===== src/rtl/demux_reg_if.sv =====
// Handshake bundle for demux_reg: one producer port, two sink ports and the
// per-sink delivery counters.
interface demux_reg_if #(
    parameter int WIDTH = 16,
    parameter int CNT_W = 8
);
    logic [WIDTH-1:0] in_data;
    logic             in_select;
    logic             in_valid;
    logic             in_ready;

    logic [WIDTH-1:0] out0_data;
    logic             out0_valid;
    logic             out0_ready;

    logic [WIDTH-1:0] out1_data;
    logic             out1_valid;
    logic             out1_ready;

    logic [CNT_W-1:0] cnt0;
    logic [CNT_W-1:0] cnt1;

    modport slave (
        input  in_data, in_select, in_valid,
        output in_ready,
        output out0_data, out0_valid,
        input  out0_ready,
        output out1_data, out1_valid,
        input  out1_ready,
        output cnt0, cnt1
    );

    modport master (
        output in_data, in_select, in_valid,
        input  in_ready,
        input  out0_data, out0_valid,
        output out0_ready,
        input  out1_data, out1_valid,
        output out1_ready,
        input  cnt0, cnt1
    );
endinterface


===== src/rtl/demux_reg.sv =====
// Registered 1-to-2 demultiplexer: each sink owns a one-entry holding slot so a
// stalled sink never blocks words headed for the other one.
module demux_reg #(
    parameter int WIDTH = 16,
    parameter int CNT_W = 8
) (
    input logic        clk,
    input logic        rst_n,
    demux_reg_if.slave bus
);
    logic [1:0]       v;
    logic [1:0]       out_ready;
    logic [1:0]       free;
    logic [1:0]       accept;
    logic [1:0]       take;
    logic             in_ready;
    logic [WIDTH-1:0] data [2];
    logic [CNT_W-1:0] cnt  [2];

    // A slot is free when empty or draining, so a full slot can refill without a bubble.
    always_comb begin
        out_ready = {bus.out1_ready, bus.out0_ready};
        free      = ~v | out_ready;
        in_ready  = bus.in_select ? free[1] : free[0];
        take      = v & out_ready;
        accept    = 2'b00;
        if (bus.in_valid && in_ready) begin
            accept[bus.in_select] = 1'b1;
        end
    end

    always_ff @(posedge clk or negedge rst_n) begin
        if (!rst_n) begin
            v <= 2'b00;
            for (int k = 0; k < 2; k++) begin
                data[k] <= '0;
                cnt[k]  <= '0;
            end
        end else begin
            for (int k = 0; k < 2; k++) begin
                if (accept[k]) begin
                    data[k] <= bus.in_data;
                    v[k]    <= 1'b1;
                end else if (take[k]) begin
                    v[k]    <= 1'b0;
                end
                // Deliveries count even when a new word lands in the same cycle.
                if (take[k]) begin
                    cnt[k] <= cnt[k] + 1'b1;
                end
            end
        end
    end

    assign bus.in_ready   = in_ready;
    assign bus.out0_data  = data[0];
    assign bus.out0_valid = v[0];
    assign bus.out1_data  = data[1];
    assign bus.out1_valid = v[1];
    assign bus.cnt0       = cnt[0];
    assign bus.cnt1       = cnt[1];
endmodule


===== src/flat_wrapper.sv =====
// flat-port wrapper written by rule: the top's interface ports become plain ports
module demux_reg_flat 
#(
    parameter int WIDTH = 16,
    parameter int CNT_W = 8
)
  (clk, rst_n, bus_in_data, bus_in_select, bus_in_valid, bus_in_ready, bus_out0_data, bus_out0_valid, bus_out0_ready, bus_out1_data, bus_out1_valid, bus_out1_ready, bus_cnt0, bus_cnt1);
  demux_reg_if #(.WIDTH(WIDTH), .CNT_W(CNT_W)) bus_i ();
  input logic clk;
  input logic rst_n;
  input wire logic [$bits(bus_i.in_data)-1:0] bus_in_data;
  input wire logic [$bits(bus_i.in_select)-1:0] bus_in_select;
  input wire logic [$bits(bus_i.in_valid)-1:0] bus_in_valid;
  output wire logic [$bits(bus_i.in_ready)-1:0] bus_in_ready;
  output wire logic [$bits(bus_i.out0_data)-1:0] bus_out0_data;
  output wire logic [$bits(bus_i.out0_valid)-1:0] bus_out0_valid;
  input wire logic [$bits(bus_i.out0_ready)-1:0] bus_out0_ready;
  output wire logic [$bits(bus_i.out1_data)-1:0] bus_out1_data;
  output wire logic [$bits(bus_i.out1_valid)-1:0] bus_out1_valid;
  input wire logic [$bits(bus_i.out1_ready)-1:0] bus_out1_ready;
  output wire logic [$bits(bus_i.cnt0)-1:0] bus_cnt0;
  output wire logic [$bits(bus_i.cnt1)-1:0] bus_cnt1;
  assign bus_i.in_data = bus_in_data;
  assign bus_i.in_select = bus_in_select;
  assign bus_i.in_valid = bus_in_valid;
  assign bus_in_ready = bus_i.in_ready;
  assign bus_out0_data = bus_i.out0_data;
  assign bus_out0_valid = bus_i.out0_valid;
  assign bus_i.out0_ready = bus_out0_ready;
  assign bus_out1_data = bus_i.out1_data;
  assign bus_out1_valid = bus_i.out1_valid;
  assign bus_i.out1_ready = bus_out1_ready;
  assign bus_cnt0 = bus_i.cnt0;
  assign bus_cnt1 = bus_i.cnt1;
  demux_reg #(.WIDTH(WIDTH), .CNT_W(CNT_W)) u_core (.clk(clk), .rst_n(rst_n), .bus(bus_i));
endmodule

===== config.mk =====
export PLATFORM = sky130hd
export DESIGN_NAME = demux_reg_flat
export DESIGN_NICKNAME = d
export VERILOG_FILES = /design/src/rtl/demux_reg_if.sv /design/src/rtl/demux_reg.sv /design/src/flat_wrapper.sv
export SDC_FILE = /design/constraint.sdc
export NUM_CORES = 1
export LEC_CHECK = 0
export CORE_ASPECT_RATIO = 1.2
export CORE_UTILIZATION = 49
export CTS_BUF_LIST = sky130_fd_sc_hd__clkbuf_8
export DETAILED_ROUTE_END_ITERATION = 7
export PLACE_DENSITY = 0.87
export SKIP_CTS_REPAIR_TIMING = 1
export SLEW_MARGIN = 0
export SYNTH_ARGS = -nofsm -noshare
export SYNTH_HDL_FRONTEND = slang
export SYNTH_SLANG_ARGS = --single-unit

===== constraint.sdc =====
create_clock -name clk -period 2.4 [get_ports clk]
set_input_delay 0.48 -clock clk [delete_from_list [all_inputs] [get_ports clk]]
set_output_delay 0.48 -clock clk [all_outputs]
set_load 0.02 [all_outputs]

Yosys cells after proc, flatten, opt, wreduce, memory -nomap -nowiden
Cells that the tools add are included.
{"block": "word_totals", "regBits": 50, "output_inout_bits": 51, "elab_cells": 25, "inputBits": 22}
{"block": "classes", "addsub": 2, "bitwise_logic": 3, "reduce_logical": 4, "n_lt_le_gt_ge": 2, "muxes": 8}
{"op": "8-bit by 1-bit adder with 8-bit output, second input constant", "n": 2}
{"op": "1-bit 2-to-1 mux", "n": 6}
{"op": "2-bit nonzero test", "n": 2}
{"op": "2-bit AND", "n": 1}
{"op": "1-bit logical AND", "n": 2}
{"op": "1-bit by 2-bit < comparator with 1-bit output, second input constant", "n": 1}
{"op": "2-bit 2-to-1 mux", "n": 1}
{"op": "2-bit NOT", "n": 1}
{"op": "2-bit bitwise OR", "n": 1}
{"op": "1-bit demux with 1-bit select", "n": 1}
{"op": "1-bit >= comparator, second input constant", "n": 1}

Logic depth before layout (Yosys ltp)
Gate-level depths: netlist (run 1).
{"block": "logic_depth", "word_depth": 6, "mapped_depth": 5, "mapped_depth_nobuf": 4}

Worst setup path before layout (run 1)
OpenSTA, ideal clock, no wires.
{"block": "synth_path", "kind": "reg-to-reg", "start": "reg u_core.v[0]", "end": "reg u_core.data (netlist bit u_core.bus.out0_data[10])", "setup_slack_ns": 0.847, "setup_time_ns": 0.125, "arrival_ns": 1.428, "stages_incl_launch_ff": 5, "required_ns": 2.275, "period_less_slack_ns": 1.553, "cell_sequence": "dfrtp_1 -> nand2b_1 -> nor3b_4 -> buf_8 -> mux2_2"}
{"block": "synth_via", "elab_chain_cells": 5}
{"element": "start, declared", "line": "demux_reg.sv:11", "rtl": "logic [1:0] v;"}
{"element": "start signal, assigned", "line": "demux_reg.sv:34", "rtl": "v <= 2'b00;"}
{"element": "start signal, assigned by index", "line": "demux_reg.sv:43", "rtl": "v[k] <= 1'b1;"}
{"element": "start signal, assigned by index", "line": "demux_reg.sv:45", "rtl": "v[k] <= 1'b0;"}
{"element": "2-bit NOT", "line": "demux_reg.sv:23", "rtl": "free = ~v | out_ready;"}
{"element": "2-bit bitwise OR", "line": "demux_reg.sv:23"}
{"element": "1-bit 2-to-1 mux", "line": "demux_reg.sv:24", "rtl": "in_ready = bus.in_select ? free[1] : free[0];"}
{"element": "1-bit logical AND", "line": "demux_reg.sv:27", "rtl": "if (bus.in_valid && in_ready) begin"}
{"element": "2-bit 2-to-1 mux", "line": "demux_reg.sv:27"}
{"element": "end signal, assigned by index", "line": "demux_reg.sv:42", "rtl": "data[k] <= bus.in_data;"}
{"element": "end, declared", "line": "demux_reg.sv:17", "rtl": "logic [WIDTH-1:0] data [2];"}
No other way between the ends.
A chain may end at the register's enable or synchronous reset.

Worst setup path in the final report (run 1)
{"block": "layout_path", "start": "in bus_out0_ready", "end": "out bus_in_ready"}
{"block": "layout_via", "elab_chain_cells": 2}
{"element": "start, declared", "line": "flat_wrapper.sv:17", "rtl": "input wire logic [$bits(bus_i.out0_ready)-1:0] bus_out0_ready;"}
{"element": "2-bit bitwise OR", "line": "demux_reg.sv:23"}
{"element": "1-bit 2-to-1 mux", "line": "demux_reg.sv:24"}
{"element": "end, declared", "line": "flat_wrapper.sv:14", "rtl": "output wire logic [$bits(bus_i.in_ready)-1:0] bus_in_ready;"}
No other way between the ends.

==> impl_metrics.tcl, run 1 <==
set metrics [dict create \
    run_status "complete, no violations" \
    grt_pass1_wl_um 6582 \
    grt_usage 0.2133 \
    postPlaceCellArea_mm2 0.002795 \
    globalplace.congestion 0.6887 \
    critical_path_cell_by_cell "clkdlybuf4s50_1 > nand2b_1 > mux2_2 > clkdlybuf4s50_1" \
    globalRouteMet3Util 0.05957 \
    cts_tree "yes" \
    min_period_over_period 0.9873 \
    fin_nets 239 \
    clock_sink_count 50 \
    multiplexer_fraction_of_the_synthesized_cell_area 0.1980 \
    ant_nets 0 \
    initial_core_util 0.5091 \
    grt_most_used_layer "met2" \
    num_vias 1339 \
    p_per_area_mw_per_mm2 950.1 \
    grt_start_max_net_pins 51 \
    share_of_layout_cells_above_drive_strength_1 0.2465 \
    synth_compound_area_frac 0.002514 \
    detail_route.wirelength_um 4144 \
    fin_cells 269 \
    layout.cells.most_common "clkdlybuf4s50_1" \
    slowest_stage_cell_crit_path "clkdlybuf4s50_1" \
    combPwrFrac 0.351 \
    post_synth_and_or_nand_nor_area_fraction 0.07731 \
    design.die.area_mm2 0.004322 \
    post-route-drc-count 0 \
    synth_sequential_area_ratio 0.6285 \
    timing.slew.headroom 0.5986 \
    syn-instance-count 133 \
    timing.hold.worst.class "in2async" \
    io_buffers 72 \
    initialDrtViolationCount 15 \
    floorplan.io_pins 73 \
    ys_ff_latch 50 \
    floorplan.rows 25 \
    synth_top_family_by_area "multiplexers" \
    die_h_um 71.82 \
    via_count_of_the_first_global_routing_pass 1381 \
    clk_pin_slew_worst_paths_ns 0.08 \
    period_minus_slack_ns 2.369 \
    fillerInstances 281 \
    global_route.usage.met2 0.3602 \
    internal-power_mw 1.887 \
    worst_r2r_startpoint "u_core.v[0]" \
    antenna_found_initial 0 \
    layout_skew_ns 0.003770 \
    die_x_um 60.19 \
    cp_slowest_stage_delay_ns 0.54 \
    synthesis.nets 157 \
    skew_pair_late_insertion_delay_ns 0.30 \
    placed_cells 262 \
    globalRouteOverflowTotal 0 \
    cp_data_arrival_time_ns 1.89 \
    layout_common_cells "71 x clkdlybuf4s50_1, 50 x dfrtp_1, 35 x mux2_2" \
    total_setup_violations_reported_at_the_end_of_the_flow 0 \
    avgRoutedWirePerCell_um 15.41 \
    critPathCaptureType "output pin" \
    synth_area_per_cell_um2 14.97 \
    grt_use_met1 0.2451 \
    final-hold-violation-count 0 \
    power.static_leakage_nw 1.232 \
    ctsHtreeMaxLevel 2 \
    crit_path_start "bus_out0_ready" \
    synth.cell_area_mm2 0.001991 \
    crit_fanout 2 \
    drt-pass1-iter-count 3 \
    p_total_mw 2.763 \
    ir_drop_mv 0.8999 \
    synthDistinctLibCells 23 \
    cpMostUsedCell "clkdlybuf4s50_1" \
    crit_path_start_kind "primary input" \
    clk_root_buffer_cell "clkbuf_8" \
    clkPwrFrac 0.213 \
    synth_adder_area_share 0.01257 \
    max-clock-path-buffers 2 \
    synth.yosys.warnings 0 \
    setup_repair_after_global_routing_missed_its_margin "no" \
    cts_buffers 5 \
    core_mm2 0.003910 \
    fin_tns_setup_ns 0 \
    final-seq-area_mm2 0.001251 \
    critical_path.top_delay_family "buffers and inverters" \
    power.share.switching 0.3171 \
    synth-xor-area-share 0.06160 \
    worst_pin_slew_ns 0.6021 \
    worst-path-buf-inv 2 \
    slew_violations 0 \
    diodes 0 \
    dp_hpwl_um 3199 \
    stdcell_area_mm2 0.002908 \
    seq_power_share 0.435 \
    critical_path_required_ns 1.92 \
    timing_worst_setup_path_type "in2out" \
    drv.max_cap_violation_count 0 \
    power_switching_mw 0.8759 \
    via_per_inst 4.978 \
    timing.fmax_mhz 422.0 \
    multi_input_area_um2 700.7 \
    flow.area_growth_from_synthesis_pct 46.07 \
]
[logic make-up (layout without fill, tap and decap cells)]
group / after synthesis / after routing
AO/OA/AOI/OAI: 1 / 1
XOR/XNOR: 14 / 14
adder cells (fa/ha/maj): 2 / 2
buffers and inverters: 6 / 88
flip-flops: 50 / 50
multiplexers: 35 / 35
AND/OR/NAND/NOR: 25 / 25
[final cells by class]
class | count | area share
Sequential cell | 50 | 0.4303
Multi-Input combinational cell | 77 | 0.2410
Timing Repair Buffer | 79 | 0.2642
Inverter | 2 | 0.002582
Tap cell | 54 | 0.02324
Clock buffer | 6 | 0.02840
Clock inverter | 1 | 0.01033
[worst reg2reg max path: cells and delay by family (launching register included)]
kind | cells | cell delay (ns)
flip-flops | 1 | 0.42
AND/OR/NAND/NOR | 2 | 0.31
multiplexers | 1 | 0.35
buffers and inverters | 2 | 0.33
[Yosys cell counts]
cell,number,area [um^2]
o21ai_0,1,5.000
or3b_2,1,8.760
dfrtp_1,50,1251
and4_2,1,10.01
buf_2,1,5.000
buf_4,1,7.510
nor2_1,2,7.510
xnor2_1,11,96.34
xor2_1,3,26.28
and3_1,2,12.51
clkbuf_1,1,3.750
nand3_1,1,5.000
and4_1,1,8.760
inv_1,2,7.510
ha_1,2,25.02
buf_8,1,15.01
nand2b_1,2,12.51
nand4_1,5,31.28
nand2_1,7,26.28
and2_1,1,6.260
mux2_2,35,394.1
nor2b_1,1,6.260
nor3b_4,1,18.77
[routing by layer]
metal / vias to the layer above / wire length (um)
li1: 621 / -
met1: 663 / 1571
met2: 45 / 2257
met3: 10 / 211
met4: 0 / 104
met5: - / 0
[final timing paths]
check,slack [ns],end,cells past startpoint
worst max register to register,0.88,u_core.bus.out0_data[5],5
worst max-delay path,0.03,bus_in_ready,4
min in group clk,0.47,u_core.bus.cnt1[7],1
worst min register to register,0.47,u_core.bus.cnt1[7],1
worst min-delay path,0.27,u_core.bus.out0_data[7],2
max in group asynchronous,1.73,u_core.bus.out0_data[14],2
[registers in the layout, indices dropped and copies added, names as in the netlist]
name                  flops
u_core.bus.out0_data     16
u_core.bus.cnt1           8
u_core.bus.cnt0           8
u_core.v                  2
u_core.bus.out1_data     16
[power by group through the flow]
stage,Clock [mW],Sequential [mW],Combinational [mW]
floorplan,0,1.43,0.238
global placement,0,1.20,0.949
detailed placement,0,1.22,0.983
CTS,0.599,1.21,0.985
global route,0.635,1.23,1.03
finish,0.589,1.20,0.971
[stage by stage]
step,setup WS [ns],utilization,hold WS [ns]
3_5_place_dp,0.03135,0.7149,0.4663
2_1_floorplan,0.8475,-,0.1844
6_report,0.03056,0.7437,0.2718
4_1_cts,0.02540,0.7437,0.2876
3_3_place_gp,0.03042,0.7149,0.4560
5_1_grt,0.001103,0.7437,0.3261
(Power assumes the default switching activity.)
==> run 2, diff against run 1 <==
--- a/config.mk
+++ b/config.mk
@@ -6,10 +6,12 @@
 export NUM_CORES = 1
 export LEC_CHECK = 0
 export CORE_ASPECT_RATIO = 1.2
-export CORE_UTILIZATION = 49
+export CORE_UTILIZATION = 53
 export CTS_BUF_LIST = sky130_fd_sc_hd__clkbuf_8
 export DETAILED_ROUTE_END_ITERATION = 7
-export PLACE_DENSITY = 0.87
+export DONT_BUFFER_PORTS = 1
+export GPL_TIMING_DRIVEN = 1
+export PLACE_DENSITY = 0.68
 export SKIP_CTS_REPAIR_TIMING = 1
 export SLEW_MARGIN = 0
 export SYNTH_ARGS = -nofsm -noshare
==> run 2 against run 1 <==
  * Clock skew grew 0.0047 ns
  * Register-to-register slack lost 0.17 ns
  * Via count shrank 21%
  * Global-route usage shrank 4.9 points
  * The run now ends with design-rule violations left
  * Design area shrank 26%
  * Worst setup slack gained 0.60 ns
  * Critical path type is now reg2out
  * Non-clock buffer count shrank 76
  * Die area shrank 7.3%
  * Maximum frequency grew 34%
  * Clock-buffer cell count is the same
==> impl_metrics.tcl, run 2 (same netlist as run 1, synthesis figures left out) <==
set metrics [dict create \
    critPathCaptureType "output pin" \
    period_minus_slack_ns 1.771 \
    failed_checks "design-rule violations" \
    layout_skew_ns 0.008450 \
    layout.cells.most_common "dfrtp_1" \
    ant_nets 0 \
    globalplace.congestion 0.6802 \
    utilization_after_layout 0.5955 \
    dp_hpwl_um 2231 \
    grt_start_max_net_pins 51 \
    ir_drop_mv 0.4678 \
    worst-path-buf-inv 0 \
    share_of_layout_cells_above_drive_strength_1 0.3500 \
    critical_path.top_delay_family "flip-flops" \
    clk_root_buffer_cell "clkbuf_8" \
    via_count_of_the_first_global_routing_pass 1009 \
    critical_path_required_ns 1.92 \
    cp_data_arrival_time_ns 1.29 \
    power.static_leakage_nw 0.9323 \
    setup_repair_after_global_routing_missed_its_margin "no" \
    initial_core_util 0.5524 \
    timing_worst_setup_path_type "reg2out" \
    fin_nets 163 \
    timing.hold.worst.class "in2async" \
    via_per_inst 5.888 \
    die_h_um 69.14 \
    initialDrtViolationCount 34 \
    postPlaceCellArea_mm2 0.002023 \
    diodes 0 \
    avgRoutedWirePerCell_um 17.50 \
    detail_route.wirelength_um 3132 \
    antenna_found_initial 0 \
    num_vias 1054 \
    clock_sink_count 50 \
    die_x_um 57.95 \
    timing.fmax_mhz 564.7 \
    cp_slowest_stage_delay_ns 0.52 \
    flow.area_growth_from_synthesis_pct 7.794 \
    fin_tns_setup_ns 0 \
    stdcell_area_mm2 0.002146 \
    min_period_over_period 0.7378 \
    globalRouteOverflowTotal 0 \
    crit_path_start_kind "flip-flop" \
    cts_tree "yes" \
    max-clock-path-buffers 2 \
    slew_violations 0 \
    design.die.area_mm2 0.004006 \
    floorplan.rows 24 \
    core_mm2 0.003603 \
    timing.slew.headroom 0.7592 \
    slowest_stage_cell_crit_path "dfrtp_1" \
    worst_pin_slew_ns 0.3612 \
    total_setup_violations_reported_at_the_end_of_the_flow 0 \
    crit_fanout 5 \
    grt_pass1_wl_um 5016 \
    post-route-drc-count 5 \
    skew_pair_late_insertion_delay_ns 0.29 \
    fillerInstances 290 \
    grt_usage 0.1648 \
    drv.max_cap_violation_count 0 \
    drt-pass1-iter-count 8 \
    layout_common_cells "50 x dfrtp_1, 35 x mux2_2, 11 x xnor2_1" \
    clk_pin_slew_worst_paths_ns 0.09 \
    final-hold-violation-count 0 \
    final.hold.worst_slack_ns 0.02738 \
    cts_buffers 5 \
    run_status "finished with violations" \
    p_per_area_mw_per_mm2 1038 \
    floorplan.io_pins 73 \
    io_buffers 0 \
    critical_path_cell_by_cell "nand2b_1 > mux2_2" \
    ctsHtreeMaxLevel 2 \
]
==> run 2: cell count changes in the layout (fill, tap and decap cells not counted), sizes merged <==
cell	previous run	this run
buf	8	3
bufinv	1	0
clkdlybuf4s50	71	0
clkinv	0	1
clkinvlp	0	1
==> run 2: worst paths after layout <==
kind	from	end	slack, ns	cells after the start
hold / removal	rst_n	u_core.bus.out0_data[15]	0.03	1
setup reg to reg	u_core.v[1]	u_core.bus.out1_data[2]	0.71	4
max in group asynchronous	rst_n	u_core.bus.out1_data[2]	2.16	1
setup / recovery	u_core.v[0]	bus_in_ready	0.63	2
hold reg to reg	u_core.bus.cnt1[7]	u_core.bus.cnt1[7]	0.62	1
min in group clk	bus_in_select	u_core.v[0]	0.29	1
==> run 2: per-layer routing <==
metal | vias up | GRT usage | wire length [um]
met3 | 6 | 0.06004 | 267
met2 | 46 | 0.2478 | 1558
met4 | 0 | 0.06349 | 44
li1 | 470 | - | -
met1 | 532 | 0.2172 | 1261
met5 | - | 0 | 0
==> run 2: layout make-up <==
cell class | instances | area (um^2) | area share
Clock inverter | 2 | 12.51 | 0.005831
Clock buffer | 6 | 82.58 | 0.03848
Multi-Input combinational cell | 77 | 700.7 | 0.3265
Timing Repair Buffer | 3 | 42.54 | 0.01983
Inverter | 2 | 7.507 | 0.003499
Tap cell | 39 | 48.80 | 0.02274
Sequential cell | 50 | 1251 | 0.5831
==> run 2: power by group <==
group | switching, mW | total, mW | internal, mW
logic | 0.107 | 0.282 | 0.176
registers | 0.431 | 1.46 | 1.03
clock network | 0.253 | 0.485 | 0.232
total | 0.791 | 2.23 | 1.44
==> run 2: per-stage QoR <==
stage	total power, mW	setup slack (ns)	std cells
global route	2.341	0.5391	179
global placement	1.724	0.7350	170
finish	2.227	0.6292	179
floorplan	1.665	0.8475	133
detailed placement	1.747	0.7054	170
CTS	2.239	0.5957	178
